==> config.mk <==
export PLATFORM = sky130hd
export DESIGN_NAME = unified_mem_arbiter
export DESIGN_NICKNAME = d
export VERILOG_FILES = /design/src/rtl/unified_mem_arbiter.sv
export SDC_FILE = /design/constraint.sdc
export NUM_CORES = 1
export LEC_CHECK = 0
export CAP_MARGIN = 20
export CORE_AREA = 2 2 101 103
export CTS_BUF_LIST = sky130_fd_sc_hd__clkbuf_4 sky130_fd_sc_hd__clkbuf_8
export CTS_CLUSTER_SIZE = 16
export DETAILED_ROUTE_END_ITERATION = 12
export DIE_AREA = 0 0 103 105
export PLACE_DENSITY = 0.68
export RECOVER_POWER = 50
export SLEW_MARGIN = 5
export SYNTH_ARGS = -nofsm -noshare
export SYNTH_HDL_FRONTEND = slang
export SYNTH_SLANG_ARGS = --single-unit
==> constraint.sdc <==
create_clock -name clk -period 2.5 [get_ports clk]
set_input_delay 0.625 -clock clk [delete_from_list [all_inputs] [get_ports clk]]
set_output_delay 0.625 -clock clk [all_outputs]
set_load 0.005 [all_outputs]
==> src/rtl/unified_mem_arbiter.sv <==
// Shares one single-port synchronous RAM between instruction fetch, the data port
// and the UART loader; grants one port per cycle and returns a valid/ack one cycle later.
module unified_mem_arbiter #(
  parameter int unsigned ADDR_W     = 14,
  parameter int unsigned DATA_W     = 32,
  parameter int unsigned STARVE_MAX = 4
) (
  input  logic              clk,
  input  logic              rst,
  input  logic              if_req,
  input  logic [ADDR_W-1:0] if_addr,
  output logic [DATA_W-1:0] if_rdata,
  output logic              if_valid,
  output logic              if_stall,
  input  logic              dm_req,
  input  logic              dm_we,
  input  logic [ADDR_W-1:0] dm_addr,
  input  logic [DATA_W-1:0] dm_wdata,
  output logic [DATA_W-1:0] dm_rdata,
  output logic              dm_valid,
  output logic              dm_stall,
  input  logic              ld_req,
  input  logic [ADDR_W-1:0] ld_addr,
  input  logic [DATA_W-1:0] ld_wdata,
  output logic              ld_ack,
  output logic              mem_en,
  output logic              mem_we,
  output logic [ADDR_W-1:0] mem_addr,
  output logic [DATA_W-1:0] mem_wdata,
  input  logic [DATA_W-1:0] mem_rdata,
  output logic [1:0]        owner
);

  localparam int unsigned CNT_W = (STARVE_MAX > 0) ? $clog2(STARVE_MAX + 1) : 1;

  typedef enum logic [1:0] {
    PORT_NONE = 2'd0,
    PORT_IF   = 2'd1,
    PORT_DM   = 2'd2,
    PORT_LD   = 2'd3
  } port_e;

  port_e            winner_c;
  port_e            owner_q;
  logic             if_force_c;
  logic [CNT_W-1:0] starve_cnt;

  // Fixed priority LD > DM > IF, with IF promoted over DM once it has starved long enough.
  always_comb begin
    if_force_c = (starve_cnt == CNT_W'(STARVE_MAX));
    winner_c   = PORT_NONE;
    if (ld_req) begin
      winner_c = PORT_LD;
    end else if (dm_req && !(if_req && if_force_c)) begin
      winner_c = PORT_DM;
    end else if (if_req) begin
      winner_c = PORT_IF;
    end
  end

  // RAM command mux; enables are held off while in reset.
  always_comb begin
    mem_en    = 1'b0;
    mem_we    = 1'b0;
    mem_addr  = '0;
    mem_wdata = '0;
    case (winner_c)
      PORT_IF: begin
        mem_en   = 1'b1;
        mem_addr = if_addr;
      end
      PORT_DM: begin
        mem_en    = 1'b1;
        mem_we    = dm_we;
        mem_addr  = dm_addr;
        mem_wdata = dm_wdata;
      end
      PORT_LD: begin
        mem_en    = 1'b1;
        mem_we    = 1'b1;
        mem_addr  = ld_addr;
        mem_wdata = ld_wdata;
      end
      default: ;
    endcase
    if (rst) begin
      mem_en = 1'b0;
      mem_we = 1'b0;
    end
  end

  assign if_stall = if_req & (winner_c != PORT_IF);
  assign dm_stall = dm_req & (winner_c != PORT_DM);

  // Issue tracking and IF starvation counter; only a loss to DM counts as starvation.
  always_ff @(posedge clk or posedge rst) begin
    if (rst) begin
      owner_q    <= PORT_NONE;
      starve_cnt <= '0;
    end else begin
      owner_q <= winner_c;
      if (if_req && (winner_c == PORT_DM)) begin
        if (!if_force_c) begin
          starve_cnt <= starve_cnt + CNT_W'(1);
        end
      end else begin
        starve_cnt <= '0;
      end
    end
  end

  assign owner    = owner_q;
  assign if_valid = (owner_q == PORT_IF);
  assign dm_valid = (owner_q == PORT_DM);
  assign ld_ack   = (owner_q == PORT_LD);
  assign if_rdata = mem_rdata;
  assign dm_rdata = mem_rdata;

endmodule

==> reports/metrics.cfg, run 1 <==
[placed_design]
post-place-ws_ps = -466
dpl-instance-area_um2 = 3230
gp_congestion = 0.748
dp_hpwl_um = 5810
placed_instance_count = 507
numPortBuffers = 166

[timing]
layout_setup_ws_ps = 44.5
fmax_ghz = 0.407
max-slew-margin-rel = 0.805
tightest_pin_transition_ps = 292
timing.clock.skew_ps = 0.625
hold-worst-slack_ps = 541
hold_violations = 0
fin_crit_sh = 0.982
timing_max_transition_violations_final = 0
setup_repair_after_global_routing_missed_its_margin = yes
period_needed_ps = 2460
setup_viol = 0

[global_route]
grt-ovfl-total = 0
grt_first_pass_wirelength_um = 11400
antenna_found_initial = 0
overall_fraction_of_global_route_tracks_in_use = 0.132
grt_start_max_net_pins = 46
number_of_global_route_vias_before_repair = 2346

[routing]
detail-route-antenna-nets = 0
dr.pass1.iters = 4
drt_first_iter_violations = 75
vias_per_cell = 4.42
routed-via-count = 2306
route.detailed.drc = 0
wire_per_inst_um = 14.7
drt-total-wl_um = 7660

[clock_network]
tritoncts = done
clk_sink_count = 5
cts_hold_buf = 0
clock_insertion_delay_worst_skew_ps = 230
cts-buffers-inserted = 3
clk_transition_reported_paths_ps = 30
clock_path_buffers = 2
htreeDepth = 1
cts.root.buffer_cell = clkbuf_8

[power]
p_comb_frac = 0.663
vdd_drop_max_v = 0.000104
internal-power_w = 0.000522
design_power_total_w = 0.000742
power.switching_fraction = 0.297
sw_pwr_w = 0.000220
clock_power_share = 0.221
leakagePower_nw = 1.43
power.density_cell_area_nw_per_um2 = 209
power_frac_seq = 0.116

[run_status]
outcome = completed

[final_layout]
most-common-layout-cells = clkdlybuf4s50_1, nand3_1, nand2_1, dlygate4sd2_1, o21ai_1
final_cells = 522
syn2layout_area_growth_pct = 103
layout-drive-gt1-share = 0.185
fin_nets = 536
post-route-cell-area_um2 = 3550
fill_cells = 1053
mostFrequentLayoutCell = clkdlybuf4s50_1
antenna_cells = 0

[yosys]
synthDistinctLibCells = 28
syn-instance-count = 275
postSynthRegisterBits = 5
synth_fp_nets = 421
synth_enable_flop_cells = 0
netlist_area_pre_place_um2 = 1750
syn_area_per_cell_um2 = 6.36
synth.yosys.warnings = 0
ys_dominant_reg_cell = dfrtp_1
sequential_cell_area_fraction_in_the_yosys_report = 0.0715
synth_async_sr_flop_share = 1.00

[worst_hold_path]
hold_path.class = flip-flop to flip-flop

[floorplanning]
design.die.area_um2 = 10800
ioPinCount = 263
chipWidth_um = 103
core.rowCount = 36
initial_utilization = 0.181
die_h_um = 105
core-area_um2 = 9640

[setup_path]
worst_path_required_time_ps = 1880
path_max_fanout = 4
critical_path_startpoint_category = flip-flop
worstSetupEndpointType = output pin
worstPathArrival_ps = 1830
timing_worst_setup_path_type = flip-flop to output pin

[job]
maxCapViolCount = 0

[kinds of logic after synthesis]
group / Yosys count / share of synthesized area
compound gates: 80 / 0.293
simple gates: 92 / 0.258
mux: 1 / 0.00572
fa+ha+maj: 2 / 0.0143
buf+inv: 95 / 0.358
flops: 5 / 0.0715
[worst max-delay path, cell delays in order, from the launching register on]
cell           delay [ps]
dfrtp_1               380
inv_2                  70
ha_4                  150
nand3_4               140
buf_16                180
buf_4                 150
a31oi_4               180
a211oi_2               80
dlygate4sd2_1         270
[sequential cells by signal, indices dropped and copies added, names as in the netlist]
signal	cells
owner	2
starve_cnt	3
[path summary, 6_finish.rpt]
check                               from            end  slack, ps  cells past startpoint
setup / recovery           starve_cnt[1]    mem_addr[5]         40                      8
hold / removal             starve_cnt[0]  starve_cnt[0]        540                      2
setup reg to reg           starve_cnt[1]       owner[1]       1030                      8
hold reg to reg            starve_cnt[0]  starve_cnt[0]        540                      2
max in group asynchronous            rst       owner[1]       1630                      2
min in group asynchronous            rst  starve_cnt[2]        700                      2
[power by group through the flow]
stage / logic, W / registers, W / clock network, W
after detailed placement: 0.000509 / 0.0000873 / 0
after global placement: 0.000502 / 0.0000872 / 0
after floorplan: 0.000228 / 0.0000871 / 0
after global routing: 0.000532 / 0.0000871 / 0.000176
final: 0.000491 / 0.0000864 / 0.000164
after CTS: 0.000483 / 0.0000865 / 0.000169
[Yosys cell counts (5+ instances only)]
cell / n / area share
nand2_1: 33 / 0.071
dfrtp_1: 5 / 0.072
a211oi_1: 6 / 0.026
o21ai_0: 28 / 0.080
a211oi_2: 9 / 0.064
nor2b_1: 17 / 0.061
a31oi_1: 15 / 0.054
nand3_1: 33 / 0.094
buf_2: 7 / 0.020
o21ai_1: 17 / 0.049
inv_1: 6 / 0.013
clkbuf_1: 13 / 0.028
buf_4: 65 / 0.28
[layout make-up]
cell class | instances | area [um2] | area share
flip-flops and latches | 5 | 125 | 0.0352
well taps | 133 | 166 | 0.0469
repair buffers | 199 | 2030 | 0.571
clock buffers | 4 | 48.8 | 0.0137
multi-input cells | 175 | 1160 | 0.327
inverters | 6 | 22.5 | 0.00634
[through the flow]
stage	TNS, ps	util
after floorplan	0	-
after global routing	-47.3	0.368
after CTS	-67.2	0.360
after global placement	-15510	0.335
final	0	0.368
after detailed placement	-16850	0.335
[routing by layer]
metal	GRT usage	vias to the layer above	share of wire
li1	-	1117	-
met1	0.145	1040	0.38
met2	0.238	117	0.49
met3	0.0268	32	0.093
met4	0.0602	0	0.043
met5	0	-	0
[what timing repair did]
item                                    in CTS  in global routing
hold endpoints to repair                     0                  0
gates cloned                                 3                  0
buffers inserted                             6                  2
gates resized for setup                     83                 28
endpoints found under the setup margin      50                 19
pin swaps                                    3                  5
No activity file was read; power rests on OpenSTA's default activity.
==> run 2: changes to the inputs <==
==> constraint.sdc (replaced) <==
create_clock -name clk -period 2.5 [get_ports clk]
set_input_delay 0.5 -clock clk [delete_from_list [all_inputs] [get_ports clk]]
set_output_delay 0.5 -clock clk [all_outputs]
set_load 0.005 [all_outputs]
==> run 2 against run 1 <==
Global-route usage shrank 1.2 points. Highest routed layer unchanged. Register-to-register slack better by 30 ps. First-iteration DRC count is 24% lower. Final area fell by 4.4%. Routed wire length decreased by 3.4%.
==> reports/metrics.cfg, run 2 (synthesized netlist as in run 1, its figures left out) <==
[final_layout]
fin_nets = 523
fill_cells = 1059
layout-drive-gt1-share = 0.125
post-route-cell-area_um2 = 3390
multiInputGateArea_um2 = 1040
register_area_um2 = 125
max_flop_register = starve_cnt
syn2layout_area_growth_pct = 94.1
antenna_cells = 0
most-common-layout-cells = clkdlybuf4s50_1, nand3_1, nand2_1
mostFrequentLayoutCell = clkdlybuf4s50_1
number_of_flip_flops_under_the_largest_register_name = 3

[routing]
detail-route-antenna-nets = 0
wire_per_inst_um = 14.5
dr.pass1.iters = 4
drt-total-wl_um = 7400
route.detailed.drc = 0
vias_per_cell = 4.37
drt_first_iter_violations = 57
routed-via-count = 2222

[power]
p_comb_frac = 0.657
clock_power_share = 0.224
design_power_total_w = 0.000727
sw_pwr_w = 0.000207
power.switching_fraction = 0.285
vdd_drop_max_v = 0.000127
internal-power_w = 0.000520
power.density_cell_area_nw_per_um2 = 214
leakagePower_nw = 1.55
power_frac_seq = 0.120

[clock_network]
clock_insertion_delay_worst_skew_ps = 230
clk_sink_count = 5
htreeDepth = 1
clk_transition_reported_paths_ps = 40
cts_hold_buf = 0
tritoncts = done
cts-buffers-inserted = 3
cts.root.buffer_cell = clkbuf_8
clock_path_buffers = 2

[floorplanning]
core.rowCount = 36
design.die.area_um2 = 10800
initial_utilization = 0.181
chipWidth_um = 103
core-area_um2 = 9640
die_h_um = 105
ioPinCount = 263

[timing]
setup_total_negative_slack_ps = 0
fmax_ghz = 0.413
period_needed_ps = 2420
timing.clock.skew_ps = 3.10
timing_max_transition_violations_final = 0
tightest_pin_transition_ps = 318
max-slew-margin-rel = 0.788
fin_crit_sh = 0.969
hold_violations = 0
setup_viol = 0

[setup_path]
worst_setup_path_startpoint = starve_cnt[0]
critical_path_startpoint_category = flip-flop
cp-endpoint = mem_wdata[25]
worst_r2r_startpoint = starve_cnt[0]
worst_path_required_time_ps = 2000
worst_r2r_path_depth = 7
worstPathArrival_ps = 1920
path_max_fanout = 11
worstSetupEndpointType = output pin
rrSetupSlack_ps = 1060
timing_worst_setup_path_type = flip-flop to output pin
regToRegEndpoint = owner[0]

[global_route]
grt-ovfl-total = 0
antenna_found_initial = 0
grt_first_pass_wirelength_um = 10500
number_of_global_route_vias_before_repair = 2264
overall_fraction_of_global_route_tracks_in_use = 0.120
grt_start_max_net_pins = 57

[placed_design]
dpl-instance-area_um2 = 3180
dp_hpwl_um = 5670
gp_congestion = 0.750
numPortBuffers = 166

[worst_hold_path]
hold_path.class = flip-flop to flip-flop

[job]
maxCapViolCount = 0

[run_status]
outcome = completed

## run 2: worst max-delay path: stages, from the launching register on
cell             delay [ps]
dfrtp_1                 390
inv_2                    60
ha_4                    170
nand3_4                 160
clkbuf_16               200
nand3_1                  80
o21ai_1                 120
clkdlybuf4s50_1         510
## run 2: final cells by class
type / count / share of cell area
repair buffers: 186 / 0.586
multi-input cells: 175 / 0.307
well taps: 133 / 0.0490
flip-flops and latches: 5 / 0.0369
clock buffers: 4 / 0.0144
inverters: 6 / 0.00663
## run 2: power groups by stage
stage               Sequential (W)  Clock (W)  Combinational, W
floorplan                0.0000871          0          0.000228
global placement         0.0000874          0          0.000494
detailed placement       0.0000877          0          0.000501
CTS                      0.0000868   0.000167          0.000488
global route             0.0000872   0.000173          0.000516
finish                   0.0000869   0.000163          0.000477
## run 2: metrics by stage
step           hold WS (ps)  std cells  setup WS (ps)   util
6_report                495        509           77.0  0.352
3_5_place_dp            467        501           -263  0.330
4_1_cts                 471        506           14.3  0.338
3_3_place_gp            449        501           -191  0.330
2_1_floorplan           279        275            710      -
5_1_grt                 504        509          -1.84  0.352
## run 2: how the worst min path moves through the flow
stage | startpoint | end | slack, ps | depth (start not counted)
floorplan | rst | owner[0] | 280 | 1
global placement | starve_cnt[0] | starve_cnt[0] | 450 | 1
detailed placement | starve_cnt[0] | starve_cnt[0] | 470 | 1
CTS | starve_cnt[0] | starve_cnt[0] | 470 | 1
global route | starve_cnt[0] | starve_cnt[0] | 500 | 1
finish | starve_cnt[0] | starve_cnt[0] | 500 | 1
## run 2: what timing repair did
item | CTS | global route
resized for setup | 32 | 29
buffers inserted | 0 | 1
setup endpoints to repair | 45 | 24
pin swaps | 1 | 0
cloned | 1 | 2
## run 2: metal layers
metal / part of all wire / wire, um / GRT usage
met5: 0 / 0 / 0
met4: 0.041 / 306 / 0.0602
met3: 0.087 / 642 / 0.0254
met2: 0.50 / 3690 / 0.228
met1: 0.37 / 2760 / 0.119
